<file path="config.mk">
export PLATFORM = sky130hd
export DESIGN_NAME = siso_shift_sequencer_nb
export DESIGN_NICKNAME = d
export VERILOG_FILES = /design/src/rtl/siso_shift_sequencer_nb.sv
export SDC_FILE = /design/constraint.sdc
export NUM_CORES = 1
export LEC_CHECK = 0
export CAP_MARGIN = 20
export CORE_ASPECT_RATIO = 1.5
export CORE_UTILIZATION = 45
export CTS_BUF_LIST = sky130_fd_sc_hd__clkbuf_8
export DETAILED_ROUTE_END_ITERATION = 8
export GPL_TIMING_DRIVEN = 1
export HOLD_SLACK_MARGIN = 0.08
export PLACE_DENSITY = 0.75
export SLEW_MARGIN = 20
export SYNTH_ARGS = -nofsm -noshare
export SYNTH_HDL_FRONTEND = slang
export SYNTH_SLANG_ARGS = --single-unit
</file>
<file path="constraint.sdc">
create_clock -name CLK -period 3.1 [get_ports CLK]
set_clock_uncertainty 0.15 [all_clocks]
set_input_delay 0.93 -clock CLK [delete_from_list [all_inputs] [get_ports CLK]]
set_output_delay 0.93 -clock CLK [all_outputs]
set_load 0.005 [all_outputs]
</file>
<file path="src/rtl/siso_shift_sequencer_nb.sv">
// Feeds an N-bit SISO shift register from a valid/ready source, inserting
// drain shifts on direction change or flush and flagging real output words.
module siso_shift_sequencer_nb #(
    parameter int BUS_WIDTH  = 8,
    parameter int SISO_WIDTH = 4,
    parameter int FIFO_DEPTH = 4
) (
    input  logic                 CLK,
    input  logic                 RST,
    input  logic                 S_VALID,
    output logic                 S_READY,
    input  logic [BUS_WIDTH-1:0] S_DATA,
    input  logic                 S_DIR,
    input  logic                 FLUSH,
    input  logic                 HOLD,
    output logic [1:0]           SHIFT,
    output logic [BUS_WIDTH-1:0] SH_IN,
    output logic                 OUT_VALID,
    output logic                 BUSY
);

    localparam int PW = $clog2(FIFO_DEPTH);

    typedef enum logic [1:0] {
        IDLE,
        SHIFT_ST,
        DRAIN
    } state_t;

    state_t                state;
    state_t                state_nxt;
    logic                  cur_dir;
    logic                  cur_dir_nxt;
    logic [SISO_WIDTH-1:0] vbits;
    logic [SISO_WIDTH-1:0] vbits_nxt;
    logic                  flush_pend;
    logic                  drain_done;

    logic [BUS_WIDTH:0]    mem [FIFO_DEPTH];
    logic [PW:0]           wptr;
    logic [PW:0]           rptr;
    logic                  empty;
    logic                  full;
    logic                  push;
    logic                  pop;
    logic                  head_dir;
    logic [BUS_WIDTH-1:0]  head_data;
    logic                  exit_bit;
    logic                  in_valid;
    logic [1:0]            dir_shift;

    assign empty     = (wptr == rptr);
    assign full      = (wptr[PW-1:0] == rptr[PW-1:0]) && (wptr[PW] != rptr[PW]);
    assign S_READY   = !full;
    assign push      = S_VALID && !full;
    assign head_dir  = mem[rptr[PW-1:0]][BUS_WIDTH];
    assign head_data = mem[rptr[PW-1:0]][BUS_WIDTH-1:0];
    assign exit_bit  = cur_dir ? vbits[0] : vbits[SISO_WIDTH-1];
    assign dir_shift = cur_dir ? 2'b10 : 2'b01;
    assign BUSY      = (state != IDLE) || !empty || (|vbits);

    always_ff @(posedge CLK) begin
        if (push) begin
            mem[wptr[PW-1:0]] <= {S_DIR, S_DATA};
        end
    end

    always_ff @(posedge CLK or posedge RST) begin
        if (RST) begin
            wptr <= '0;
            rptr <= '0;
        end else begin
            if (push) wptr <= wptr + 1'b1;
            if (pop)  rptr <= rptr + 1'b1;
        end
    end

    always_ff @(posedge CLK or posedge RST) begin
        if (RST) begin
            state      <= IDLE;
            cur_dir    <= 1'b0;
            vbits      <= '0;
            flush_pend <= 1'b0;
        end else begin
            state   <= state_nxt;
            cur_dir <= cur_dir_nxt;
            vbits   <= vbits_nxt;
            if (FLUSH) begin
                flush_pend <= 1'b1;
            end else if (drain_done || (vbits == '0 && empty)) begin
                flush_pend <= 1'b0;
            end
        end
    end

    always_comb begin
        state_nxt   = state;
        cur_dir_nxt = cur_dir;
        vbits_nxt   = vbits;
        pop         = 1'b0;
        drain_done  = 1'b0;
        in_valid    = 1'b0;
        SHIFT       = 2'b00;
        SH_IN       = '0;
        OUT_VALID   = 1'b0;
        if (!HOLD) begin
            unique case (state)
                IDLE: begin
                    if (!empty) begin
                        if (head_dir == cur_dir || vbits == '0) begin
                            cur_dir_nxt = head_dir;
                            state_nxt   = SHIFT_ST;
                        end else begin
                            state_nxt = DRAIN;
                        end
                    end else if (flush_pend && vbits != '0) begin
                        state_nxt = DRAIN;
                    end
                end
                SHIFT_ST: begin
                    if (empty) begin
                        state_nxt = IDLE;
                    end else if (head_dir == cur_dir) begin
                        pop       = 1'b1;
                        in_valid  = 1'b1;
                        SHIFT     = dir_shift;
                        SH_IN     = head_data;
                        OUT_VALID = exit_bit;
                    end else begin
                        state_nxt = (vbits != '0) ? DRAIN : IDLE;
                    end
                end
                DRAIN: begin
                    SHIFT     = dir_shift;
                    OUT_VALID = exit_bit;
                end
                default: state_nxt = IDLE;
            endcase
            // Occupancy mirror follows whatever shift is actually issued
            if (SHIFT != 2'b00) begin
                vbits_nxt = cur_dir ? {in_valid, vbits[SISO_WIDTH-1:1]}
                                    : {vbits[SISO_WIDTH-2:0], in_valid};
            end
            if (state == DRAIN && vbits_nxt == '0) begin
                drain_done = 1'b1;
                state_nxt  = IDLE;
            end
        end
    end

endmodule

</file>
# After elaboration in Yosys (flattened, before gate mapping)
# Memory sizes are Yosys's and may differ from the RTL's.
# Cells that the tools add are included.
classes:
  addsub: 2
  mul: 0
  div_mod_pow: 0
  order_cmp: 0
  eq_ne: 9
  n_shift: 0
  n_mux: 36
  n_bitwise: 2
  reduce_logical: 21
op_table:
  columns: ["operator", "count"]
  rows:
  - ["$mux 8", 4]
  - ["$mux 2", 12]
  - ["$mux 1", 14]
  - ["$mux 4", 3]
  - ["$logic_not 4->1", 2]
  - ["$ne 4x4->1 const B", 2]
  - ["$reduce_and 4->1", 2]
  - ["$add 3x1->3 const B", 2]
  - ["$pmux 2 s3", 1]
  - ["$reduce_bool 2->1", 3]
  - ["$logic_and 1x1->1", 5]
  - ["$logic_or 1x1->1", 4]
  - ["$pmux 2 s2", 1]
  - ["$reduce_bool 4->1", 1]
  - ["$reduce_or 4->1", 1]
  - ["$eq 3x3->1", 1]
  - ["$eq 2x1->1 const B", 1]
  - ["$eq 2x2->1", 1]
  - ["$eq 2x2->1 const B", 1]
  - ["$logic_not 1->1", 2]
  - ["$logic_not 2->1", 1]
  - ["$ne 2x1->1 const B", 1]
  - ["$not 1->1", 2]
  - ["$pmux 1 s2", 1]
  - ["other kinds (2)", 2]
word_totals:
  reg_bits: 14
  latch_bits: 0
  ramBits: 36
  romBits: 0
  output_inout_bits: 13
  mem_count: 1
memory_table:
  columns: ["name", "words", "word_bits", "read_ports", "rd_clocked_by_memory_dff", "wr", "line_no", "text"]
  rows:
  - ["mem", 4, 9, 1, 0, 1, "39", "logic [BUS_WIDTH:0] mem [FIFO_DEPTH];"]

# Longest topological paths before layout
# An unclocked memory read counts as a cell.
logic_depth:
  depth_word: 16
  mapped_depth: 9
  depth_no_buf: 8

# Worst setup path before layout
# No wires, ideal clock.
synth_timing:
  path_type: "register to output"
  from: "reg rptr[0]"
  to: "out OUT_VALID"
  arrival_time_ns: 2.246
  required_time_ns: 2.020
  slack_ns: -0.226
  stages_incl_launch_ff: 8
  n_path_buf: 1
  cell_sequence: "dfrtp_1 buf_2 mux4_2 inv_1 ha_1 a311oi_1 nor2_1 nor3_1"
synth_via:
  elab_chain_len: 6
  elab_cells_between_ends: 7
  cone_classes: "eq/ne (2); mux (4); memory (1)"
synth_lines:
  columns: ["element", "line_no", "text"]
  rows:
  - ["from (decl)", "41", "logic [PW:0] rptr;"]
  - ["from (signal assigned)", "74", "if (pop) rptr <= rptr + 1'b1;"]
  - ["$mem_v2 4x9", null, null]
  - ["net head_dir", "46", "logic head_dir;"]
  - ["$eq 1x1->1", "123", "end else if (head_dir == cur_dir) begin"]
  - ["$mux 1", "123", null]
  - ["$mux 1", "121", "if (empty) begin"]
  - ["$pmux 1 s2", "107", "unique case (state)"]
  - ["$mux 1", "106", "if (!HOLD) begin"]
  - ["to (decl)", "18", "output logic OUT_VALID,"]
# The timed path passes the listed nets, and every way through them passes these cells.

# Worst setup path after layout
layout_timing:
  from: "reg rptr[0]"
  to: "out SH_IN[1]"
layout_via:
  elab_chain_len: 6
  elab_cells_between_ends: 7
  cone_classes: "eq/ne (2); mux (4); memory (1)"
layout_lines:
  columns: ["element", "line_no", "text"]
  rows:
  - ["$mem_v2 4x9", null, null]
  - ["net head_dir", "46", null]
  - ["$eq 1x1->1", "123", null]
  - ["$mux 8", "123", null]
  - ["$mux 8", "121", null]
  - ["$mux 8", "107", null]
  - ["$mux 8", "106", null]
  - ["to (decl)", "17", "output logic [BUS_WIDTH-1:0] SH_IN,"]
# The timed path passes the listed nets, and every way through them passes these cells.

==> results.sh <==
export IMPL_grt_antenna_before_repair=0
export IMPL_synth_distinct_cells=35
export IMPL_power_leakage_nw=1.20
export IMPL_timing_reg2reg_setup_slack_ns=0.60
export IMPL_reg2regPathDepth=8
export IMPL_rsz0062_at_grt="true"
export IMPL_yosysMostFrequentCell="edfxtp_1"
export IMPL_die_h_um=90.3
export IMPL_synth_area_per_cell_um2=14.2
export IMPL_whs_ns=0.384
export IMPL_cap_viol_max_count=0
export IMPL_htree_levels=2
export IMPL_reg2reg_from="rptr[0]$_DFFE_PP0P_"
export IMPL_final_util_pct=60.8
export IMPL_worstMarginPinSlew_ns=0.731
export IMPL_layout_setup_ws_ns=-0.211
export IMPL_timing_fmax_mhz=302
export IMPL_setup_worst_path_end="SH_IN[1]"
export IMPL_synth_cells=165
export IMPL_pin_count=27
export IMPL_std_cell_rows=31
export IMPL_initial_core_util_pct=47.5
export IMPL_start_kind="register"
export IMPL_n_antenna_cell=0
export IMPL_wl_um=4660
export IMPL_grtUsageTotal_pct=19.1
export IMPL_synth_top_area_share_pct=46.2
export IMPL_worst_path_stages=9
export IMPL_synth_top_area_cell="edfxtp_1"
export IMPL_vdd_ir_drop_max_mv=0.524
export IMPL_synthTopCellsByCount="edfxtp_1, dfrtp_1, nand2_1"
export IMPL_synth_area_leaders="edfxtp_1, dfrtp_1, mux4_2, ha_1, xnor2_1"
export IMPL_drc=0
export IMPL_crit_top_cell="buf_6"
export IMPL_grt_max_degree=19
export IMPL_cts_root_buf="clkbuf_8"
export IMPL_io_buffers=26
export IMPL_maxSlewHeadroom_pct=50.0
export IMPL_dp_slack_ns=-0.326
export IMPL_vias_per_cell=5.40
export IMPL_wl_per_cell_um=16.6
export IMPL_ys_warn_count=0
export IMPL_reg2reg_to="state[0]$_DFFE_PP0P_"
export IMPL_crit_slowest_cell="mux4_2"
export IMPL_clk_pin_slew_ns=0.10
export IMPL_dr_total_vias=1516
export IMPL_critPathKind="register to output pin"
export IMPL_setup_viol=10
export IMPL_synth_nets=190
export IMPL_ys_flop_type="edfxtp_1"
export IMPL_worstPathCellList="mux4_2 > inv_2 > ha_4 > nor2_4 > buf_6 > buf_6 > buf_6 > and3_4 > buf_6"
export IMPL_core_area_um2=4930
export IMPL_cp_max_fo=3
export IMPL_ys_seq_elements=50
export IMPL_fin_setup_tns_ns=-1.21
export IMPL_drive_gt1_share_pct=28.4
export IMPL_cts_buffers=5
export IMPL_crit_family="multiplexers"
export IMPL_clock_sinks=50
export IMPL_min_period_ns=3.31
export IMPL_dp_hpwl_um=3180
export IMPL_ys_seq_area_share_pct=61.2
export IMPL_powerDensity_nw_per_um2=970
export IMPL_nets=239
export IMPL_grt_pass1_vias=1601
export IMPL_antenna_left=0
export IMPL_power_total_mw=2.90
export IMPL_arrival_ns=2.23
export IMPL_synth_area_um2=2340
export IMPL_startpoint="rptr[0]$_DFFE_PP0P_"
export IMPL_status="finished with violations"
export IMPL_tritoncts="built"
export IMPL_area_growth_pct=28.0
export IMPL_critPathBufInv=5
export IMPL_hold_viol=0
export IMPL_drt_iter0_drc=60
export IMPL_slowest_delay_ns=0.54
export IMPL_critPathCaptureType="output pin"
export IMPL_holdBufCountCts=0
export IMPL_place_gp_congestion=0.764
export IMPL_required_ns=2.02
export IMPL_clock_path_buffers=2
export IMPL_die_w_um=60.9
export IMPL_drtPass1Iterations=4
export IMPL_slew_violations=0
export IMPL_synth_async_sr_flop_share_pct=28.0
export IMPL_die_area_um2=5500
export IMPL_grt_pass1_wl_um=7610
export IMPL_grt_overflow=0
export IMPL_clkLatencyLatePin_ns=0.30
export IMPL_synth_edf_count=36
export IMPL_period_share_pct=107
export IMPL_violations="negative setup slack"
export IMPL_hp_class="register to register"
[cells by family after synthesis]
group | after synthesis | share of synthesized area, %
AOI/OAI and AO/OA | 24 | 6.69
xor gates and xnor gates | 10 | 3.75
adders and majority gates | 11 | 5.89
buffers and inverters | 15 | 2.51
DFF | 50 | 61.2
muxes | 15 | 11.3
and+or+nand+nor | 40 | 8.67
[what timing repair did]
action / 4_1_cts / 5_1_grt
setup buffers: 8 / 1
endpoints found under the setup margin: 12 / 13
gates cloned: 1 / 0
pin swaps: 4 / 5
gates resized for setup: 56 / 12
[worst min-delay path: stages (launching register included)]
cell and delay [ns]:
dfrtp_1 0.38, nand2_1 0.05, o21ai_0 0.07
[power breakdown]
| part | total, mW | internal (mW) | switching, mW | leakage [nW] |
|---|---|---|---|---|
| clock network | 0.397 | 0.167 | 0.230 | 0.0502 |
| logic | 1.50 | 0.754 | 0.747 | 0.641 |
| registers | 1.00 | 0.909 | 0.0958 | 0.504 |
| total | 2.90 | 1.83 | 1.07 | 1.20 |
[how the worst min path moves through the flow]
stage                           startpoint                      to  slack, ns  depth (start not counted)
CTS                   vbits[0]$_DFFE_PP0N_    vbits[0]$_DFFE_PP0N_       0.39                          2
global route        flush_pend$_DFFE_PP0P_  flush_pend$_DFFE_PP0P_       0.42                          2
floorplan             vbits[0]$_DFFE_PP0N_    vbits[0]$_DFFE_PP0N_       0.33                          2
global placement      vbits[0]$_DFFE_PP0N_    vbits[0]$_DFFE_PP0N_       0.36                          2
finish                vbits[0]$_DFFE_PP0N_    vbits[0]$_DFFE_PP0N_       0.38                          2
detailed placement    vbits[0]$_DFFE_PP0N_    vbits[0]$_DFFE_PP0N_       0.36                          2
[sequential cells by signal, indices dropped and copies added (netlist names)]
name        cells
mem            36
vbits           4
rptr            3
wptr            3
state           2
cur_dir         1
flush_pend      1
[cell type report]
type | count | area (µm²)
clock buffers | 5 | 68.8
clock inverters | 3 | 28.8
fillers | 395 | 1930
inverters | 10 | 37.5
multi-input cells | 100 | 921
flip-flops and latches | 50 | 1430
well taps | 66 | 82.6
repair buffers | 47 | 424
[per-stage QoR]
stage,cell area (µm²),std cells
2_1_floorplan,2350,165
3_3_place_gp,2760,264
3_5_place_dp,2760,264
4_1_cts,2960,281
5_1_grt,2990,281
6_report,2990,281
[metal layers]
metal | GRT usage, % | vias to the layer above | part of all wire [%]
met5 | 0 | - | 0
met4 | 5.68 | 0 | 0.92
met3 | 3.44 | 6 | 3.2
met2 | 33.8 | 32 | 57
met1 | 22.7 | 765 | 39
li1 | - | 713 | -
[cells in the final DEF, fill, tap and decap left out, types with 3 or more instances in the layout]
cell	count
clkdlybuf4s50_1	14
a21oi_1	3
nor2_1	4
dfrtp_1	14
edfxtp_1	36
inv_1	9
buf_2	5
ha_1	9
nand2_1	12
nor3_1	4
clkbuf_8	5
o21ai_0	7
and3_1	4
xor2_1	4
and3_4	4
and2_1	4
buf_4	13
xnor2_1	6
mux2i_1	5
buf_6	12
mux4_2	9
Note: power is estimated with default switching activity, not from simulation.
